<file path="config.mk">
export PLATFORM = sky130hd
export DESIGN_NAME = stmn_frame_gen
export DESIGN_NICKNAME = d
export VERILOG_FILES = /design/src/rtl/stmn_frame_gen_pkg.sv /design/src/rtl/stmn_frame_gen_pos_cnt.sv /design/src/rtl/stmn_frame_gen.sv
export SDC_FILE = /design/constraint.sdc
export NUM_CORES = 1
export LEC_CHECK = 0
export CAP_MARGIN = 40
export CORE_MARGIN = 2
export CORE_UTILIZATION = 60
export CTS_CLUSTER_SIZE = 30
export DETAILED_ROUTE_END_ITERATION = 7
export PLACE_DENSITY = 0.95
export SETUP_SLACK_MARGIN = 0.02
export SYNTH_ARGS = -nofsm -noshare
export SYNTH_HDL_FRONTEND = slang
export SYNTH_SLANG_ARGS = --single-unit
</file>
<file path="constraint.sdc">
create_clock -name clk -period 6.05 [get_ports clk]
set_input_delay 1.21 -clock clk [delete_from_list [all_inputs] [get_ports clk]]
set_output_delay 1.21 -clock clk [all_outputs]
set_load 0.05 [all_outputs]
</file>
<file path="src/rtl/stmn_frame_gen_pkg.sv">
// stmn_frame_gen_pkg: STM-N framing constants, J0 trace message and overhead byte map
package stmn_frame_gen_pkg;
  localparam int STMN_COLS_PER_N = 270;
  localparam int OH_COLS_PER_N = 9;
  localparam logic [7:0] A1_BYTE = 8'hF6;
  localparam logic [7:0] A2_BYTE = 8'h28;
  localparam logic [7:0] H1_FIRST = 8'h68;
  localparam logic [7:0] H1_CONCAT = 8'h93;
  localparam logic [7:0] H2_FIRST = 8'h00;
  localparam logic [7:0] H2_CONCAT = 8'hFF;
  localparam logic [7:0] LETTER_P = 8'h50;
  localparam logic [7:0] LETTER_A = 8'h41;
  localparam logic [7:0] LETTER_R = 8'h52;
  localparam logic [7:0] LETTER_M = 8'h4D;
  localparam logic [7:0] LETTER_N = 8'h4E;
  localparam logic [7:0] SPACE_LETTER = 8'h20;
  localparam logic [7:0] TRACE_MSG [16] = '{
    LETTER_P, LETTER_A, LETTER_R, LETTER_M, LETTER_A, LETTER_N,
    SPACE_LETTER, SPACE_LETTER, SPACE_LETTER, SPACE_LETTER, SPACE_LETTER,
    SPACE_LETTER, SPACE_LETTER, SPACE_LETTER, SPACE_LETTER, SPACE_LETTER};
  typedef struct packed {
    logic [3:0] row;
    logic [12:0] col;
  } stm_pos_t;
  function automatic logic [7:0] oh_byte(input logic [3:0] row, input logic [12:0] col,
                                         input logic [12:0] n, input logic [7:0] j0,
                                         input logic [7:0] b1);
    logic [12:0] n3, n6;
    n3 = n + n + n;
    n6 = n3 + n3;
    oh_byte = 8'h00;
    if (row == 4'd0)
      oh_byte = col < n3 ? A1_BYTE : col < n6 ? A2_BYTE : col == n6 ? j0 : 8'h00;
    else if (row == 4'd1)
      oh_byte = col == 13'd0 ? b1 : 8'h00;
    else if (row == 4'd3)
      oh_byte = col == 13'd0 ? H1_FIRST : col < n ? H1_CONCAT :
                col == n3 ? H2_FIRST : (col > n3 && col < n3 + n) ? H2_CONCAT : 8'h00;
  endfunction
endpackage

</file>
<file path="src/rtl/stmn_frame_gen_pos_cnt.sv">
// stmn_pos_cnt: row/col position, frame counter and J0 trace index for the STM-N framer
module stmn_pos_cnt
  import stmn_frame_gen_pkg::*;
#(
  parameter int STM_N = 1,
  parameter int TRACE_LEN = 16
) (
  input  logic clk,
  input  logic rst,
  input  logic advance,
  output stm_pos_t nxt,
  output logic nxt_payload,
  output logic wrap,
  output logic [15:0] frame_cnt,
  output logic [3:0] trace_idx
);
  localparam logic [12:0] LAST_COL = 13'(STMN_COLS_PER_N * STM_N - 1);
  localparam logic [12:0] OH_COLS = 13'(OH_COLS_PER_N * STM_N);
  localparam logic [3:0] LAST_TRACE = 4'(TRACE_LEN - 1);
  stm_pos_t pos;
  logic col_end;
  always_comb begin
    col_end = pos.col == LAST_COL;
    wrap = col_end && pos.row == 4'd8;
    nxt.col = col_end ? 13'd0 : pos.col + 13'd1;
    nxt.row = wrap ? 4'd0 : col_end ? pos.row + 4'd1 : pos.row;
    nxt_payload = nxt.col >= OH_COLS;
  end
  always_ff @(posedge clk or posedge rst)
    if (rst) begin
      pos <= '0;
      frame_cnt <= '0;
      trace_idx <= '0;
    end else if (advance) begin
      pos <= nxt;
      if (wrap) begin
        frame_cnt <= frame_cnt + 16'd1;
        trace_idx <= trace_idx == LAST_TRACE ? 4'd0 : trace_idx + 4'd1;
      end
    end
endmodule

</file>
<file path="src/rtl/stmn_frame_gen.sv">
// stmn_frame_gen: byte-serial STM-N framer mapping a VC4 payload stream into continuous frames
module stmn_frame_gen
  import stmn_frame_gen_pkg::*;
#(
  parameter int STM_N = 1,
  parameter int TRACE_LEN = 16,
  parameter int ENABLE_B1 = 1
) (
  input  logic clk,
  input  logic rst,
  input  logic [7:0] in_data,
  input  logic in_valid,
  output logic in_ready,
  output logic [7:0] out_data,
  output logic out_valid,
  input  logic out_ready,
  output logic out_sof,
  output logic [15:0] frame_cnt,
  output logic underrun,
  output logic [15:0] underrun_cnt
);
  localparam logic [12:0] N13 = 13'(STM_N);
  stm_pos_t nxt;
  logic nxt_payload, wrap, xfer, starve;
  logic [3:0] trace_idx;
  logic [7:0] acc, b1_reg, nxt_byte;
  stmn_pos_cnt #(.STM_N(STM_N), .TRACE_LEN(TRACE_LEN)) u_pos (
    .clk(clk),
    .rst(rst),
    .advance(xfer),
    .nxt(nxt),
    .nxt_payload(nxt_payload),
    .wrap(wrap),
    .frame_cnt(frame_cnt),
    .trace_idx(trace_idx)
  );
  assign xfer = out_valid & out_ready;
  assign in_ready = xfer & nxt_payload;
  assign starve = in_ready & ~in_valid;
  assign nxt_byte = nxt_payload ? (in_valid ? in_data : 8'h00) :
                    oh_byte(nxt.row, nxt.col, N13, TRACE_MSG[trace_idx],
                            ENABLE_B1 != 0 ? b1_reg : 8'h00);
  always_ff @(posedge clk or posedge rst)
    if (rst) begin
      out_data <= '0;
      out_valid <= 1'b0;
      out_sof <= 1'b0;
      underrun <= 1'b0;
      underrun_cnt <= '0;
      acc <= '0;
      b1_reg <= '0;
    end else if (!out_valid) begin
      out_data <= A1_BYTE;
      out_valid <= 1'b1;
      out_sof <= 1'b1;
    end else begin
      underrun <= starve;
      if (starve && underrun_cnt != 16'hFFFF) underrun_cnt <= underrun_cnt + 16'd1;
      if (xfer) begin
        out_data <= nxt_byte;
        out_sof <= wrap;
        acc <= wrap ? 8'h00 : acc ^ out_data;
        if (wrap) b1_reg <= acc ^ out_data;
      end
    end
endmodule

</file>
==> summary.md <==
| Metric | Value |
|---|---|
| Leak | 2.21 nW |
| Largest register FFs | 17 |
| Tcrit/Tclk final | 79.0% |
| Total grt overflow | 0 |
| Largest registers | u_pos.pos (17), u_pos.frame_cnt (16), underrun_cnt (16) |
| Fin Setup TNS | 0 ps |
| Hold buffers post-CTS | 0 |
| Main combinational cell family by area after synthesis | simple AND/OR/NAND/NOR gates |
| Final Hold Viols | 0 |
| Fin crit period | about 4800 ps |
| Number of global-route vias before repair | ~4000 |
| Syn_nets | 500 |
| Dpl ws | 1710 ps |
| Distinct cell type count after synthesis | 60 |
| Post-route ant nets | 0 |
| Min-delay worst type | reg -> reg |
| Setup bufs post-CTS | 0 |
| Core Rows | 31 |
| #FFs+latches synth | 80 |
| Ys async rst share | 100% |
| Power Density | 274 nW/um2 |
| Biggest register | u_pos.pos |
| FILL cells | 481 |
| Pin count of the biggest net entering global routing | 47 |
| Post-Place Cell Area | 5040 um2 |
| Synth Area in Compound Gates | around 15% |
| Ant diodes | 0 |
| Synthesized cell area | 4440 um2 |
| Min-delay src | underrun_cnt[8] |
| Worst stage delay on the critical path | about 700 ps |
| Routability Congestion | around 0.90 |
| Slack of the critical path | 1270 ps |
| Required @ worst endpoint | 4840 ps |
| Final setup violation count | 0 |
| Non-filler instance count after layout | 627 |
| Dominant synthesized flop cell | dfrtp_1 |
| Die H | 90.1 um |
| Core area | slightly above 7000 um2 |
| Share of cells above drive strength 1 | 6.44% |
| Total CTS buffers | 9 |
| Post-synthesis simple-gate area fraction | 20.9% |
| Status | completed |
| Max Clk Rate | 0.209 GHz |
| Post-DP HPWL | ~7.4 mm |
| Starting DRT DRC Count | between 300 and 400 |
| Initial antenna violation count | 0 |
| Drt pass-1 iters | 5 |
| Layout overhead on the synthesized area | 18.1% |
| Clock-pin slew on the worst setup and hold paths | around 80 ps |
| Die area | 8110 um2 |
| Seq/Total Area, Yosys | 45.0% |
| Critical path data arrival time | 3570 ps |
| RSZ-0062 raised after global routing | false |
| Buf/Inv on CP | 1 |
| Worst path cell trace | ha_1 -> nand3_1 -> nor2_1 -> a311oi_1 -> a2111o_1 -> o21a_1 -> clkdlybuf4s50_1 |
| Top Ports | between 50 and 60 |
| Synthesized instance count | about 480 |
| Crit Path Max Fanout | 12 |
| Via count | slightly below 4000 |
| RR Startpoint | u_pos.pos[0] |
| Worst-Margin Slew | 893 ps |
| Adder-Cell Fraction of Synth Area | 2.82% |
| CTS tree | done |
| Initial Utilization | 61.6% |
| Hold EP | underrun_cnt[8] |
| Family with the most delay on the worst path | compound AO/OA/AOI/OAI gates |
| Worst skew pair latency | around 360 ps |
| H-tree depth | 3 |
| CP Capture Type | primary output |
| Yosys warns | 0 |
| Hold Path Stages | 1 |
| Residual DRC | 0 |
| R2R Setup Slk | 2470 ps |
| Max-Cap Viols | 0 |
| Cell area after layout | ~5200 um2 |
| Number of synthesized flops with an enable pin | 0 |
| Peak supply drop | 309 uV |
| GRT Total Usage | slightly below 30% |
| Post-synthesis mux area share | 2.11% |
| CP max-delay cell | clkdlybuf4s50_1 |
| Buffers on Ports | 55 |
| CP startpoint kind | flop |
| Avg Inst Size Synth | between 9 and 10 um2 |
| Worst-case reg-to-reg path depth | 8 |
| Crit Path Class | reg -> out |
| Synth Area in XOR/XNOR | 9.66% |
| R2R Path End | underrun_cnt[1] |
| Fin. max-slew vios | 0 |
| WL final | 11.1 mm |
| Clock buffer depth | 2 |
| Clock Sinks | 80 |
| Cells after DPL | between 600 and 700 |
| Via density | 6.24 |
| Relative slew slack | 40.2% |
| Die width | 90.1 um |
| WL per Instance | 17.7 um |
| Clk root buf | clkbuf_8 |
| First-pass GRT wire length | 18.8 mm |
| Commonest cells after routing, fill and taps aside | 80 x dfrtp_1, 55 x clkdlybuf4s50_1, 54 x nand2_1 |
| Power consumption | 0.00144 W |
| Commonest non-fill, non-tap cell in the layout | dfrtp_1 |
| Skew final | around 13 ps |
| Nets@finish | 547 |
| Resize count post-CTS | 0 |
synthesized netlist by cell type (3+ instances only):
library cell / n / area, um2
dfrtp_1: 80 / 2000
nand2_1: 54 / 203
o21ai_0: 43 / 215
nor2_1: 38 / 143
xor2_1: 25 / 219
xnor2_1: 24 / 210
nand3_1: 22 / 110
a21oi_1: 21 / 105
inv_1: 19 / 71.3
nor3_1: 16 / 80.1
clkbuf_1: 12 / 45.0
nand4_1: 12 / 75.1
ha_1: 10 / 125
buf_2: 9 / 45.0
o31ai_1: 8 / 60.1
nor4_1: 7 / 43.8
and3_1: 6 / 37.5
mux2i_1: 6 / 60.1
nor3b_1: 5 / 37.5
a31oi_1: 4 / 25.0
and2_1: 3 / 18.8
o21ai_1: 3 / 15.0
o22ai_1: 3 / 18.8
layer usage:
layer / GRT usage, % / share of wire, % / vias to the layer above
li1: - / - / 1781
met1: 35.2 / 39 / 1867
met2: 46.7 / 50 / 212
met3: 7.80 / 6.9 / 50
met4: 15.5 / 4.2 / 0
met5: 0 / 0 / -
power by group:
part	internal, W	leakage, nW	switching [W]
sequential	0.000577	1.02	0.0000691
combinational	0.000125	1.09	0.000237
clock	0.000229	0.106	0.000199
logic make-up (layout without fill, tap and decap cells):
family / after synthesis / in the layout
AOI/OAI and AO/OA: 105 / 105
xor gates and xnor gates: 49 / 49
adders and majority gates: 10 / 10
buffers and inverters: 42 / 92
DFF: 80 / 80
muxes: 9 / 9
other: 1 / 1
and+or+nand+nor: 182 / 182
final cells by class:
cell class                 instances  area (um2)  area share [%]
inverter                          19        71.3            1.36
multi-input combinational        356        2260            43.1
clock inverter                     5        82.6            1.57
tap                               99         124            2.36
timing repair buffer              59         581            11.1
clock buffer                       9         124            2.36
sequential                        80        2000            38.1
through the flow:
step / util [%] / hold slack [ps]
after floorplan: - / 455
after global placement: 69.9 / 458
after detailed placement: 69.9 / 476
after CTS: 72.7 / 493
after global routing: 72.7 / 512
final: 72.7 / 490
how the worst max path moves through the flow:
| stage | startpoint | to | cells past startpoint |
|---|---|---|---|
| global route | u_pos.pos[0] | in_ready | 7 |
| finish | u_pos.pos[0] | in_ready | 7 |
| floorplan | out_ready | in_ready | 4 |
| CTS | u_pos.pos[0] | in_ready | 7 |
| global placement | out_ready | in_ready | 4 |
| detailed placement | u_pos.pos[0] | in_ready | 7 |
Note: power is estimated with default switching activity, not from simulation.
